--- src/rtl/cpu_fetch_prefetch_pkg.sv ---
// Shared types and helpers for the instruction fetch / prefetch unit.
package pck_fetch;

  // One prefetched bus word together with the word-aligned address it came from.
  typedef struct packed {
    logic [31:0] addr;
    logic [31:0] data;
  } fetch_entry_t;

  // Byte distance between two RV32C halfwords.
  localparam int unsigned C_HALF_BYTES = 2;

  // Low two bits != 2'b11 marks a 16-bit RV32C encoding.
  function automatic logic is_compressed(input logic [15:0] hw);
    return (hw[1:0] != 2'b11);
  endfunction

endpackage

--- src/rtl/cpu_fetch_fifo.sv ---
// Prefetch queue: synchronous FIFO of fetch entries with head and next-entry peek.
module cpu_fetch_fifo
  import pck_fetch::*;
#(
  parameter int unsigned p_depth = 4,
  localparam int unsigned C_PTR_W = $clog2(p_depth),
  localparam int unsigned C_CNT_W = C_PTR_W + 1
) (
  input  logic               i_clk,
  input  logic               i_rst_n,
  input  logic               i_push,
  input  fetch_entry_t       i_push_entry,
  input  logic               i_pop,
  input  logic               i_flush,
  output logic [C_CNT_W-1:0] o_count,
  output fetch_entry_t       o_head,
  output fetch_entry_t       o_next
);

  localparam logic [C_CNT_W-1:0] C_FULL = C_CNT_W'(p_depth);

  fetch_entry_t               mem [p_depth];
  logic [C_PTR_W-1:0]         wr_ptr;
  logic [C_PTR_W-1:0]         rd_ptr;
  logic [C_PTR_W-1:0]         rd_ptr_nxt;
  logic [C_CNT_W-1:0]         count;
  logic                       do_push;
  logic                       do_pop;

  // Pop is ignored when empty; push on a full queue is only taken alongside a pop.
  always_comb begin
    do_pop     = i_pop && (count != '0);
    do_push    = i_push && ((count != C_FULL) || do_pop);
    rd_ptr_nxt = rd_ptr + 1'b1;
  end

  // Entry storage; data is not reset, validity comes from the count.
  always_ff @(posedge i_clk) begin
    if (do_push && !i_flush) begin
      mem[wr_ptr] <= i_push_entry;
    end
  end

  // Pointer and occupancy tracking; flush empties the queue in one cycle.
  always_ff @(posedge i_clk or negedge i_rst_n) begin
    if (!i_rst_n) begin
      wr_ptr <= '0;
      rd_ptr <= '0;
      count  <= '0;
    end else if (i_flush) begin
      wr_ptr <= '0;
      rd_ptr <= '0;
      count  <= '0;
    end else begin
      if (do_push) begin
        wr_ptr <= wr_ptr + 1'b1;
      end
      if (do_pop) begin
        rd_ptr <= rd_ptr_nxt;
      end
      if (do_push && !do_pop) begin
        count <= count + 1'b1;
      end else if (!do_push && do_pop) begin
        count <= count - 1'b1;
      end
    end
  end

  assign o_count = count;
  assign o_head  = mem[rd_ptr];
  assign o_next  = mem[rd_ptr_nxt];

endmodule

--- src/rtl/cpu_fetch_prefetch.sv ---
// Instruction fetch unit: prefetches words over ibus, realigns RV32C halfword
// streams (including straddling 32-bit instructions) and hands one
// instruction per valid/ready handshake to decode.
module cpu_fetch_prefetch
  import pck_fetch::*;
#(
  parameter logic [31:0] p_reset_vector = 32'hf0000000,
  parameter int unsigned p_depth        = 4,
  parameter bit          p_compressed   = 1'b1
) (
  input  logic        i_clk,
  input  logic        i_rst_n,
  input  logic        i_sleep,
  output logic [31:0] ibus_addr,
  output logic        ibus_rd_en,
  output logic        ibus_wr_en,
  output logic [3:0]  ibus_be,
  output logic [31:0] ibus_wr_data,
  input  logic [31:0] ibus_rd_data,
  input  logic        ibus_busy,
  input  logic        ibus_ack,
  input  logic        i_redirect,
  input  logic [31:0] i_redirect_pc,
  output logic        o_instr_valid,
  input  logic        i_instr_ready,
  output logic [31:0] o_instr,
  output logic [31:0] o_pc,
  output logic        o_compressed
);

  localparam int unsigned        C_CNT_W = $clog2(p_depth) + 1;
  localparam logic [C_CNT_W-1:0] C_DEPTH = C_CNT_W'(p_depth);
  localparam logic [C_CNT_W-1:0] C_TWO   = C_CNT_W'(2);

  // Request-side state
  logic [31:0]        fetch_addr;
  logic [31:0]        req_addr;
  logic               outstanding;
  logic               discard;
  logic               hold;
  logic               run;

  // Alignment state: which halfword of the head word is current
  logic               h;

  // Queue interface
  logic [C_CNT_W-1:0] count;
  fetch_entry_t       head;
  fetch_entry_t       next;
  fetch_entry_t       push_entry;
  logic               push;
  logic               pop;

  // Decode-side combinational terms
  logic [15:0]        hw;
  logic               comp;
  logic               instr_ok;
  logic               fire;
  logic               accept;
  logic               ack_take;
  logic [31:0]        empty_base;

  logic               unused_pc_bit0;
  logic               unused_next;

  assign unused_pc_bit0 = i_redirect_pc[0];
  assign unused_next    = ^{next.addr, next.data[31:16]};

  // Bus request generation; a busy-stalled request is held even if sleep rises.
  always_comb begin
    ibus_rd_en = run && !outstanding && !i_redirect &&
                 (hold || (!i_sleep && (count < C_DEPTH)));
    accept     = ibus_rd_en && !ibus_busy;
    ack_take   = ibus_ack && outstanding;
    push       = ack_take && !discard && !i_redirect;
  end

  assign ibus_addr    = fetch_addr;
  assign ibus_wr_en   = 1'b0;
  assign ibus_be      = 4'b0000;
  assign ibus_wr_data = 32'h0;

  // Request control: outstanding/discard bookkeeping, fetch address, redirect.
  always_ff @(posedge i_clk or negedge i_rst_n) begin
    if (!i_rst_n) begin
      fetch_addr  <= p_reset_vector;
      outstanding <= 1'b0;
      discard     <= 1'b0;
      hold        <= 1'b0;
      run         <= 1'b0;
    end else begin
      run <= 1'b1;
      if (i_redirect) begin
        fetch_addr <= {i_redirect_pc[31:2], 2'b00};
        hold       <= 1'b0;
        if (outstanding && !ibus_ack) begin
          discard <= 1'b1;
        end else begin
          outstanding <= 1'b0;
          discard     <= 1'b0;
        end
      end else begin
        hold <= ibus_rd_en && ibus_busy;
        if (ack_take) begin
          outstanding <= 1'b0;
          discard     <= 1'b0;
        end
        if (accept) begin
          outstanding <= 1'b1;
          fetch_addr  <= fetch_addr + 32'd4;
        end
      end
    end
  end

  // Address of the in-flight read, tagged onto the word when it returns.
  always_ff @(posedge i_clk) begin
    if (accept) begin
      req_addr <= fetch_addr;
    end
  end

  assign push_entry = '{addr: req_addr, data: ibus_rd_data};

  cpu_fetch_fifo #(
    .p_depth (p_depth)
  ) u_fifo (
    .i_clk        (i_clk),
    .i_rst_n      (i_rst_n),
    .i_push       (push),
    .i_push_entry (push_entry),
    .i_pop        (pop),
    .i_flush      (i_redirect),
    .o_count      (count),
    .o_head       (head),
    .o_next       (next)
  );

  // Instruction realignment from the head (and next, for straddles) word.
  always_comb begin
    hw       = h ? head.data[31:16] : head.data[15:0];
    comp     = p_compressed && is_compressed(hw);
    if (comp || !h) begin
      instr_ok = (count != '0);
    end else begin
      instr_ok = (count >= C_TWO);
    end
    o_instr_valid = instr_ok && !i_redirect;
    fire          = o_instr_valid && i_instr_ready;
    pop           = fire && (!comp || h);

    if (comp) begin
      o_instr = {16'h0000, hw};
    end else if (h) begin
      o_instr = {next.data[15:0], head.data[31:16]};
    end else begin
      o_instr = head.data;
    end
    o_compressed = comp;

    empty_base = (outstanding && !discard) ? req_addr : fetch_addr;
    if (count != '0) begin
      o_pc = head.addr + (h ? 32'(C_HALF_BYTES) : 32'd0);
    end else begin
      o_pc = {empty_base[31:2], h, 1'b0};
    end
  end

  // Halfword offset: advances on compressed consumes, reloads on redirect.
  always_ff @(posedge i_clk or negedge i_rst_n) begin
    if (!i_rst_n) begin
      h <= 1'b0;
    end else if (i_redirect) begin
      h <= i_redirect_pc[1];
    end else if (fire && comp) begin
      h <= ~h;
    end
  end

endmodule

--- config.mk ---
export PLATFORM = sky130hd
export DESIGN_NAME = cpu_fetch_prefetch
export DESIGN_NICKNAME = d
export VERILOG_FILES = /design/src/rtl/cpu_fetch_prefetch_pkg.sv /design/src/rtl/cpu_fetch_fifo.sv /design/src/rtl/cpu_fetch_prefetch.sv
export SDC_FILE = /design/constraint.sdc
export NUM_CORES = 1
export LEC_CHECK = 0
export BUFFER_PORTS_ARGS = -buffer_cell sky130_fd_sc_hd__buf_2
export CAP_MARGIN = 20
export CELL_PAD_IN_SITES_DETAIL_PLACEMENT = 1
export CELL_PAD_IN_SITES_GLOBAL_PLACEMENT = 1
export CORE_AREA = 2 2 183 185
export CTS_CLUSTER_DIAMETER = 60
export DETAILED_ROUTE_END_ITERATION = 8
export DIE_AREA = 0 0 185 187
export HOLD_SLACK_MARGIN = 0.1
export PLACE_DENSITY = 0.76
export SYNTH_ARGS = -nofsm -noshare
export SYNTH_HDL_FRONTEND = slang
export SYNTH_SLANG_ARGS = --single-unit
export TNS_END_PERCENT = 20
--- constraint.sdc ---
create_clock -name i_clk -period 4.9 [get_ports i_clk]
set_input_delay 0.49 -clock i_clk [delete_from_list [all_inputs] [get_ports i_clk]]
set_output_delay 0.49 -clock i_clk [all_outputs]
set_load 0.02 [all_outputs]
==> summary.md, run 1 <==
| Metric | Value |
|---|---|
| Status | `completed` |
| Initial Utilization | `0.440` |
| Worst Skew | `0.0216 ns` |
| TritonCTS Buffers | `35` |
| Tot GR Track Use | `0.197` |
| YS warnings | `0` |
| Crit path DAT | `3.51 ns` |
| Startpoint types | `register` |
| Slew HR | `0.282` |
| DR iter-0 viols | `553` |
| Crit-path leading delay family | `buffers and inverters` |
| Final Hold Viols | `0` |
| CTS tree | `yes` |
| Die Area | `0.0346 sq mm` |
| Die Y | `187 microns` |
| CP max-delay cell | `buf_4` |
| Pin count of the biggest net entering global routing | `63` |
| Vias | `8464` |
| ANT nets after route | `0` |
| Share of cells above drive strength 1 | `0.325` |
| Post-synth EDFFs | `278` |
| Pwr Total | `6.38 mW` |
| CP Class | `register to output pin` |
| CTS clk-pin slew, worst paths | `0.06 ns` |
| Min-Delay Path Class | `primary input to register` |
| Peak VDD IR | `0.259 mV` |
| Row count | `67` |
| Largest stage delay, worst path | `0.87 ns` |
| I/O pins | `207` |
| Vias in the first global route | `9071` |
| Nets | `1157` |
| CP cell instances | `buf_4 > mux4_2 > xnor2_1 > nand2_1 > o21ai_0 > buf_2` |
| Root Buffer | `clkbuf_16` |
| Initial antenna violation count | `1` |
| Area Overhead vs Synth | `15.9%` |
| CP endpoint kind | `output pin` |
| Sequential share of the synthesized area | `0.650` |
| Gpl congestion | `0.821` |
| Mapped Area | `0.0145 sq mm` |
| Core footprint | `0.0329 sq mm` |
| Post-synth top flop | `edfxtp_1` |
| Synth Instances | `909` |
| Max Slew Vio Count | `0` |
| Fmax | `250 MHz` |
| Vias per cell | `5.46` |
| Fin crit period | `4.00 ns` |
| Pre-antenna DRT Iters | `5` |
| Setup WS post-layout | `0.901 ns` |
| FFs w/ async S/R, synth | `0.131` |
| Ant. Diodes | `0` |
| PwrDens | `381 mW/mm^2` |
| Port bufs | `165` |
| Setup violators final | `0` |
| Period utilisation layout | `0.816` |
| Worst path bufs/invs | `2` |
| Commonest non-fill, non-tap cell in the layout | `edfxtp_1` |
| Gr ovfl total | `0` |
| HPWL after detailed placement | `21.9 mm` |
| Drc violations | `0` |
| Register bit total from synthesis | `320` |
| Pleak | `5.80 nW` |
| Max-cap violations | `0` |
| Syn avg cell area | `15.9 sq um` |
| Setup TNS Final | `0 ns` |
| Placed Cells | `1488` |
| Critical Path RT | `4.41 ns` |
| Clk_lat worst skew | `0.52 ns` |
| First-pass GRT wire length | `52.6 mm` |
| Die X-Extent | `185 microns` |
| CTS Buffer Depth | `3` |
| Htree depth | `2` |
| Routed WL | `33.6 mm` |
| Unrepaired setup endpoints after global routing | `false` |
| Crit-path max FO | `51` |
| Finished Layout Cells | `1551` |
| Slew @ Worst Pin | `1.08 ns` |
| Post-DR wirelength/cell | `21.7 microns` |
| # clock sinks | `320` |
| Most frequent cells in the layout | `edfxtp_1, buf_2, mux4_2, nand2_1, nor2_1` |
| Pre-CTS setup slack | `1.13 ns` |
| Yosys cell types | `67` |
-- Yosys cell counts (all sizes together), types with 4 or more instances --
library cell	instances	area (sq um)
edfxtp	278	8350
mux4	77	1740
buf	67	465
nand2	66	248
nor2	52	198
o21ai	49	245
dfrtp	38	951
mux2i	37	370
clkbuf	21	78.8
xnor2	21	184
a21oi	20	100
mux2	18	203
nand3	17	85.1
inv	14	52.6
nor3	14	70.1
a211oi	13	103
nand4	13	126
nor2b	10	62.6
and2	9	57.6
nor4	7	77.6
xor2	7	61.3
and3	6	37.5
ha	6	75.1
o311ai	6	52.6
and4	5	46.3
dfstp	4	105
-- through the flow --
step | instance area (sq um) | utilization | hold slack, ns
after CTS | 16700 | 0.509 | 0.161
after detailed placement | 15600 | 0.475 | 0.514
after global placement | 15600 | 0.475 | 0.498
final | 16800 | 0.510 | 0.176
after global routing | 16800 | 0.510 | 0.171
after floorplan | 14600 | - | 0.194
-- cells by family after synthesis --
logic type	share of synthesized area
adders and majority gates	0.00657
buffers and inverters	0.0413
DFF	0.650
and+or+nand+nor	0.0740
AOI/OAI and AO/OA	0.0506
other	0.000519
muxes	0.160
xor gates and xnor gates	0.0170
-- final timing paths --
| kind | startpoint | end | slack, ns | cells after the start |
|---|---|---|---|---|
| min reg2reg | req_addr[7]$_DFFE_PP_ | u_fifo.mem[0][39]$_DFFE_PP_ | 0.52 | 0 |
| max | u_fifo.rd_ptr[0]$_DFFE_PN0P_ | o_pc[7] | 0.90 | 6 |
| min | i_redirect_pc[30] | ibus_addr[30]$_DFFE_PN1P_ | 0.18 | 2 |
| max reg2reg | u_fifo.rd_ptr[0]$_DFFE_PN0P_ | u_fifo.mem[2][26]$_DFFE_PP_ | 1.15 | 6 |
| max in group asynchronous | i_rst_n | ibus_addr[31]$_DFFE_PN1P_ | 3.97 | 3 |
| min in group asynchronous | i_rst_n | ibus_addr[23]$_DFFE_PN0P_ | 0.39 | 2 |
-- state kept, by name (all words and copies together) (netlist names), 2 cells and up --
| register | flops |
|---|---|
| u_fifo.wr_ptr | 2 |
| u_fifo.rd_ptr | 2 |
| u_fifo.mem | 248 |
| u_fifo.o_count | 3 |
| ibus_addr | 30 |
| req_addr | 30 |
-- layout make-up --
class                   instances  area, sq um
clock inverters                23          238
fillers                      3266        16100
flip-flops and latches        320         9410
well taps                     448          561
multi-input cells             527         4630
repair buffers                181          973
clock buffers                  38          887
inverters                      14         52.6
-- power by group --
group	total [mW]	switching, mW	internal (mW)	leakage (nW)
clock network	2.55	1.03	1.52	0.546
logic	0.728	0.463	0.265	2.24
registers	3.10	0.0991	3.00	3.01
total	6.38	1.59	4.79	5.80
-- what timing repair did --
action                    CTS  global route
hold endpoints to repair    0             8
hold buffers                0             1
buffers inserted            0             0
gates resized for setup     0             0
-- routing by layer --
layer	vias to the layer above	track usage	share of wire
li1	3815	-	-
met5	-	0	0.00039
met3	44	0.0399	0.056
met1	4359	0.263	0.42
met2	244	0.335	0.50
met4	2	0.0440	0.016
Note: power is estimated with default switching activity, not from simulation.
==> inputs of run 2 (changes only) <==
Settings changed: ABC_AREA from default to 1, CORE_AREA 2 2 183 185 to 2 2 195 197, DIE_AREA 0 0 185 187 to 0 0 197 199, PLACE_DENSITY 0.76 to 0.77.
Clock period 4.9 ns to 3.2 ns, I/O delays scaled along.
==> run 2 against run 1 <==
Compared with the run above: non-clock buffer count is 88 higher; first-iteration DRC count rose by 38%; critical path type unchanged; largest power group unchanged; sequential power increased by 52%; count of clock-buffer cells in the layout grew 5; combinational power rose by 100%.
==> summary.md, run 2 <==
| Metric | Value |
|---|---|
| Row count | `71 (+6.0%)` |
| Unrepaired setup endpoints after global routing | `true` |
| Pwr Total | `10.1 mW (+59%)` |
| Top cell by count, worst path | `nor2_1` |
| Biggest register | `u_fifo.mem` |
| Area Overhead vs Synth | `20.3%` |
| Post-DR wirelength/cell | `21.0 microns (-3.2%)` |
| Min-Delay Path Class | `primary input to register` |
| CTS clk-pin slew, worst paths | `0.06 ns (about the same)` |
| Setup violators final | `0 (unchanged)` |
| Design area | `0.0181 sq mm (+8.1%)` |
| Tot GR Track Use | `0.233 (+0.0359)` |
| Root Buffer | `clkbuf_16` |
| Vias per cell | `5.45 (-0.15%)` |
| Post-synth EDFFs | `278 (unchanged)` |
| Vias in the first global route | `12500 (+38%)` |
| Crit path DAT | `2.80 ns (-0.71 ns)` |
| # clock sinks | `320 (unchanged)` |
| FFs w/ async S/R, synth | `0.131 (unchanged)` |
| Top cells by count, synth | `nand2_1, edfxtp_1, nor2_1` |
| Pleak | `7.11 nW (+23%)` |
| Largest register FFs | `248 (unchanged)` |
| Period utilisation layout | `0.974` |
| Sw Pwr | `2.79 mW (+75%)` |
| I/O pins | `207 (unchanged)` |
| Die Area | `0.0392 sq mm (+13%)` |
| Nets | `1741 (+50%)` |
| Initial antenna violation count | `1 (unchanged)` |
| Synth Instances | `1433 (+58%)` |
| Hold_sp | `i_redirect_pc[25]` |
| CP endpoint kind | `output pin` |
| Core footprint | `0.0371 sq mm (+13%)` |
| Placed Cells | `2034 (+37%)` |
| Max-cap violations | `0 (unchanged)` |
| Commonest non-fill, non-tap cell in the layout | `nand2_1` |
| Gr ovfl total | `0 (unchanged)` |
| First-pass GRT wire length | `70.1 mm (+33%)` |
| Vias | `11800 (+39%)` |
| Die X-Extent | `197 microns (+6.5%)` |
| Worst R2R Start | `u_fifo.rd_ptr[1]$_DFFE_PN0P_` |
| Port bufs | `165 (unchanged)` |
| CTS tree | `yes` |
| Placed Area | `0.0163 sq mm (+4.6%)` |
| Routed WL | `45.4 mm (+35%)` |
| Largest stage delay, worst path | `0.57 ns (-0.30 ns)` |
| Share of total power in the clock network | `0.388 (-0.012)` |
| CP max-delay cell | `dfrtp_2` |
| Worst hold path depth | `5 (+3)` |
| Max Slew Vio Count | `0 (unchanged)` |
| Fin crit period | `3.12 ns` |
| Final Hold Viols | `0 (unchanged)` |
| Slew HR | `0.472 (+0.190)` |
| Internal power | `7.34 mW (+53%)` |
| Setup WS post-layout | `0.0848 ns (-0.816 ns)` |
| Worst Skew | `0.0140 ns (-0.00766 ns)` |
| R2R depth | `15 (+9)` |
| Post-synth top flop | `edfxtp_1` |
| Sequential share of the synthesized area | `0.625 (-0.0254)` |
| End of the worst hold path | `ibus_addr[25]$_DFFE_PN0P_` |
| Register bit total from synthesis | `320 (unchanged)` |
| TritonCTS Buffers | `36 (+2.9%)` |
| Htree depth | `2 (unchanged)` |
| Slew @ Worst Pin | `0.792 ns (-0.286 ns)` |
| Die Y | `199 microns (+6.4%)` |
| Yosys cell types | `52 (-22%)` |
| Area leader, netlist | `edfxtp_1` |
| Clk_lat worst skew | `0.53 ns (about the same)` |
| Switch share | `0.275 (+0.0259)` |
| Peak VDD IR | `0.262 mV (+0.95%)` |
| Startpoint types | `register` |
| Share of cells above drive strength 1 | `0.179 (-0.146)` |
| Critical Path RT | `2.88 ns (-1.53 ns)` |
| Finished Layout Cells | `2164 (+40%)` |
| PwrDens | `559 mW/mm^2 (+47%)` |
| Pre-antenna DRT Iters | `5 (unchanged)` |
| Crit-path max FO | `18 (-65%)` |
| Gpl congestion | `0.864 (+5.3%)` |
| Pre-CTS setup slack | `0.174 ns (-0.953 ns)` |
| Drc violations | `0 (unchanged)` |
| CP Class | `register to output pin` |
| HPWL after detailed placement | `29.3 mm (+34%)` |
| Pin count of the biggest net entering global routing | `71 (+13%)` |
| Reg-to-Reg End | `u_fifo.o_count[2]$_DFFE_PN0P_` |
| Reg2Reg Setup Slack | `0.26 ns (-0.89 ns)` |
| ANT nets after route | `0 (unchanged)` |
| Synth area leaders | `edfxtp_1, nand2_1, dfrtp_1, o21ai_0, a21oi_1` |
| Most frequent cells in the layout | `nand2_1, edfxtp_1, buf_2, nor2_1, o21ai_0` |
| YS warnings | `0 (unchanged)` |
| Syn avg cell area | `10.5 sq um (-34%)` |
| Status | `completed` |
| Comb pwr share | `0.147 (+0.033)` |
| Fmax | `321 MHz` |
| Count leader, synth | `nand2_1` |
| CTS Buffer Depth | `3 (unchanged)` |
| Share of the synthesized area in the top cell type | `0.555 (-0.0225)` |
| # fillers | `4087 (+25%)` |
| Initial Utilization | `0.405 (-0.0348)` |
| Seq pwr share | `0.465 (-0.021)` |
| DR iter-0 viols | `764 (+38%)` |
| CP cell instances | `buf_6 > nor2_1 > buf_4 > inv_1 > o221ai_1 > a21oi_1 > nor2_1 > nor2_1 > buf_2` |
| Mapped Area | `0.0151 sq mm (+4.1%)` |
[run 2: cell count changes after synthesis, sizes merged, moves of 20 or more]
cell   change
inv       +57
buf       +20
nand2    +303
mux2i     -37
mux4      -77
o21ai     +56
nand3     +61
xor2      +22
nor2      +70
a21oi     +67
[run 2: power by group through the flow]
stage,clock [mW],sequential [mW],combinational [mW]
after global placement,0,4.78,1.36
after floorplan,0,4.80,0.861
final,3.93,4.71,1.49
after CTS,3.99,4.71,1.48
after detailed placement,0,4.79,1.40
after global routing,4.14,4.72,1.62
[run 2: critical path: cells and delay by family (launching register included)]
family | cells | cell delay, ns
compound gates | 2 | 0.35
buf+inv | 4 | 0.95
flops | 1 | 0.57
simple gates | 3 | 0.40
[run 2: layout make-up]
class / instances / area (sq um) / area share
tap: 474 / 593 / 0.0327
sequential: 320 / 9410 / 0.520
clock buffer: 43 / 948 / 0.0524
clock inverter: 21 / 158 / 0.00870
inverter: 73 / 290 / 0.0160
antenna: 1 / 2.50 / 0.000138
timing repair buffer: 269 / 1900 / 0.105
multi-input combinational: 963 / 4810 / 0.266
[run 2: layer usage]
layer	vias up	share of wire	global-route usage
met5	-	0	0
met3	114	0.068	0.0471
met4	0	0.037	0.100
li1	5388	-	-
met1	5864	0.41	0.288
met2	426	0.49	0.399
[run 2: cell families (layout without fill, tap and decap cells)]
family | Yosys count | after routing | share of synthesized area
and+or+nand+nor | 598 | 598 | 0.168
DFF | 320 | 320 | 0.625
AOI/OAI and AO/OA | 283 | 283 | 0.113
buffers and inverters | 190 | 406 | 0.0681
xor gates and xnor gates | 33 | 33 | 0.0192
adders and majority gates | 7 | 7 | 0.00632
other | 2 | 43 | 0.000499
[run 2: worst max path at each step]
stage	cells past startpoint	slack, ns	from	end
after floorplan	13	-0.43	u_fifo.rd_ptr[0]$_DFFE_PN0P_	u_fifo.mem[0][0]$_DFFE_PP_
after global placement	12	0.35	u_fifo.rd_ptr[0]$_DFFE_PN0P_	u_fifo.mem[2][24]$_DFFE_PP_
after detailed placement	12	0.17	u_fifo.rd_ptr[0]$_DFFE_PN0P_	u_fifo.mem[2][26]$_DFFE_PP_
after CTS	9	0.02	u_fifo.rd_ptr[1]$_DFFE_PN0P_	o_instr[23]
after global routing	8	-0.007	u_fifo.rd_ptr[1]$_DFFE_PN0P_	o_instr[16]
final	9	0.08	u_fifo.rd_ptr[1]$_DFFE_PN0P_	o_instr[23]
[run 2: timing repair]
item | CTS | global route
buffers inserted | 0 | 1
resized for setup | 3 | 7
endpoints found under the setup margin | 13 | 78
hold buffers | 64 | 0
endpoints found under the hold margin | 185 | 0
pin swaps | 0 | 1
[run 2: metrics by stage]
step	setup TNS [ns]	utilization	hold WS, ns
3_5_place_dp	0	0.439	0.437
5_1_grt	-0.0111	0.488	0.184
2_1_floorplan	-107.12	-	0.0244
6_report	0	0.488	0.150
4_1_cts	0	0.487	0.132
3_3_place_gp	0	0.439	0.433
==> inputs of run 3 (changes only) <==
Settings changed: CORE_AREA 2 2 195 197 to 2 2 213 215, DIE_AREA 0 0 197 199 to 0 0 215 217, SYNTH_HIERARCHICAL from default to 1.
==> run 3 against run 2 <==
Compared with the run above: sequential power increased by 3%; via count grew 25%; area after synthesis is 7.7% higher; fmax down 10%; utilization grew 0.12 points; the run now ends with negative setup slack left; first-iteration DRC count rose by 42%; register-to-register slack worse by 0.39 ns; design area up 21%; flip-flop and latch count rose by 8; hold slack lost 0.043 ns; largest cell class unchanged; highest routed layer unchanged.
==> summary.md, run 3 <==
| Metric | Value |
|---|---|
| Status | `complete, but fails checks` |
| Failing checks | `negative setup slack` |
| Pre-antenna DRT Iters | `5 (unchanged)` |
| Max-cap violations | `0 (unchanged)` |
| Vias in the first global route | `15100 (+21%)` |
| Global route hottest layer | `met2` |
| Pre-CTS setup slack | `0.0487 ns (-0.125 ns)` |
| Ant. Diodes | `0 (-1)` |
| First-pass GRT wire length | `84.4 mm (+20%)` |
| Critical Path RT | `2.88 ns (about the same)` |
| Root Buffer | `clkbuf_16` |
| Setup WS post-layout | `-0.264 ns (-0.349 ns)` |
| Crit-path max FO | `5 (-13)` |
| Crit path DAT | `3.14 ns (+0.34 ns)` |
| Die Area | `0.0467 sq mm (+19%)` |
| CTS Buffer Depth | `3 (unchanged)` |
| Tot GR Track Use | `0.233 (-0.000261)` |
| Port bufs | `166 (+0.61%)` |
| Most frequent cells in the layout | `nand2_1, edfxtp_1, nor2_1, o21ai_0, buf_2` |
| Mapped Area | `0.0162 sq mm (+7.7%)` |
| Synth Instances | `1761 (+23%)` |
| Die X-Extent | `215 microns (+9.1%)` |
| Fin crit period | `3.46 ns (+0.349 ns)` |
| Worst Skew | `0.0224 ns (+0.00845 ns)` |
| Util after Layout | `0.489 (+0.00121)` |
| Gr ovfl total | `0 (unchanged)` |
| Share of cells above drive strength 1 | `0.274 (+0.0944)` |
| CP Class | `register to output pin` |
| PwrDens | `476 mW/mm^2 (-15%)` |
| Period utilisation layout | `1.08 (+0.109)` |
| Post-DR wirelength/cell | `22.8 microns (+8.6%)` |
| Seq pwr share | `0.465 (about the same)` |
| TritonCTS Buffers | `38 (+5.6%)` |
| Reg2Reg Setup Slack | `-0.13 ns (-0.39 ns)` |
| Setup violators final | `237 (+237)` |
| Final Hold Viols | `0 (unchanged)` |
| Row count | `78 (+9.9%)` |
| Largest register FFs | `256 (+3.2%)` |
| Slew @ Worst Pin | `0.821 ns (+0.0297 ns)` |
| Placed Area | `0.0180 sq mm (+10%)` |
| I/O pins | `207 (unchanged)` |
| CP startpoint | `u_fifo/rd_ptr[0]$_DFFE_PN0P_` |
| YS warnings | `6 (+6)` |
| Switch share | `0.264 (-0.0113)` |
| ANT nets after route | `0 (unchanged)` |
| Clk_lat worst skew | `0.55 ns (+0.02 ns)` |
| Fmax | `289 MHz (-10%)` |
| Internal power | `7.66 mW (+4.4%)` |
| Area Overhead vs Synth | `34.8%` |
| Share of total power in the clock network | `0.411 (+0.023)` |
| Vias | `14700 (+25%)` |
| Slew HR | `0.452 (-0.0198)` |
| Design area | `0.0219 sq mm (+21%)` |
| GRT met2 Usage | `0.420 (+0.0212)` |
| CP endpoint | `o_pc[22]` |
| Nets | `2174 (+25%)` |
| Startpoint types | `register` |
| Gpl congestion | `0.854 (-1.1%)` |
| CTS tree | `yes` |
| GRT met3 Usage | `0.0313 (-0.0158)` |
| Unrepaired setup endpoints after global routing | `true` |
| Initial Utilization | `0.363 (-0.0428)` |
| Comb pwr share | `0.124 (-0.023)` |
| R2R depth | `17 (+2)` |
| Max Slew Vio Count | `0 (unchanged)` |
| Commonest non-fill, non-tap cell in the layout | `nand2_1` |
| Pleak | `8.80 nW (+24%)` |
| Pwr Total | `10.4 mW (+2.8%)` |
| Worst R2R Start | `u_fifo/rd_ptr[0]$_DFFE_PN0P_` |
| CP endpoint kind | `output pin` |
| CTS clk-pin slew, worst paths | `0.06 ns (about the same)` |
| Die Y | `217 microns (+9.0%)` |
| Initial antenna violation count | `0 (-1)` |
| Global-route met1 utilization | `0.282 (-0.00536)` |
| Vias per cell | `5.40 (-0.93%)` |
| Core footprint | `0.0447 sq mm (+20%)` |
| Drc violations | `0 (unchanged)` |
| Pin count of the biggest net entering global routing | `52 (-27%)` |
| Syn avg cell area | `9.20 sq um (-12%)` |
| Sw Pwr | `2.74 mW (-1.5%)` |
| Reg-to-Reg End | `u_fifo/mem[3][59]$_DFFE_PP_` |
| Htree depth | `2 (unchanged)` |
| # clock sinks | `328 (+2.5%)` |
| Peak VDD IR | `0.320 mV (+22%)` |
| Routed WL | `62.0 mm (+37%)` |
| HPWL after detailed placement | `35.2 mm (+20%)` |
| Min-Delay Path Class | `primary input to register` |
| DR iter-0 viols | `1085 (+42%)` |
| Biggest register | `u_fifo/mem` |
[run 3: routing by layer]
metal  vias up  share of wire
met5         -              0
met1      7345           0.39
met2       638           0.50
met3       176          0.057
li1       6535              -
met4         0          0.048
[run 3: how the worst min path moves through the flow]
stage	slack, ns	startpoint	to	depth (start not counted)
floorplan	0.02	i_rst_n	discard$_DFFE_PN0P_	0
global placement	0.42	i_rst_n	ibus_addr[26]$_DFFE_PN0N_	1
detailed placement	0.43	i_rst_n	ibus_addr[26]$_DFFE_PN0N_	1
CTS	0.10	i_sleep	hold$_DFF_PN0_	4
global route	0.12	i_redirect_pc[3]	ibus_addr[3]$_DFFE_PN0N_	4
finish	0.11	i_redirect_pc[27]	ibus_addr[27]$_DFFE_PN0N_	5
[run 3: repair_timing]
| item | 4_1_cts | 5_1_grt |
|---|---|---|
| gates resized for setup | 152 | 195 |
| pin swaps | 39 | 91 |
| cloned | 4 | 19 |
| buffers inserted | 17 | 36 |
| endpoints found under the setup margin | 29 | 301 |
| hold buffers | 63 | 0 |
| hold endpoints to repair | 181 | 0 |
[run 3: cell type report]
type,instances,area (sq um)
multi-input combinational,1247,6460
clock inverter,17,133
clock buffer,50,1060
timing repair buffer,378,3400
sequential,328,9650
fill,5074,22800
tap,600,751
inverter,102,405
[run 3: power groups by stage]
stage               combinational (mW)  clock, mW  sequential, mW
floorplan                        0.641          0            4.93
global placement                  1.03          0            4.92
detailed placement                1.06          0            4.92
CTS                               1.20       4.27            4.84
global route                      1.39       4.47            4.85
finish                            1.29       4.28            4.84
[run 3: per-stage QoR]
step	instances	hold slack, ns	TNS [ns]
4_1_cts	2670	0.102	-0.833
6_report	2722	0.106	-14.59
3_5_place_dp	2519	0.432	0
5_1_grt	2722	0.119	-49.82
2_1_floorplan	1807	0.0244	-77.07
3_3_place_gp	2519	0.416	0
[run 3: critical path: stages (launching register included)]
cell and delay [ns]:
dfrtp_4 0.48, buf_12 0.13, buf_16 0.14, buf_12 0.14, o21ai_2 0.09, o22ai_2 0.30
buf_4 0.18, nand2_4 0.07, nor2_4 0.25, nand2_4 0.11, nor2_4 0.12, nand2_1 0.08
nand2_1 0.13, nand2_2 0.08, nand2_2 0.06, nand2_2 0.08, buf_6 0.15
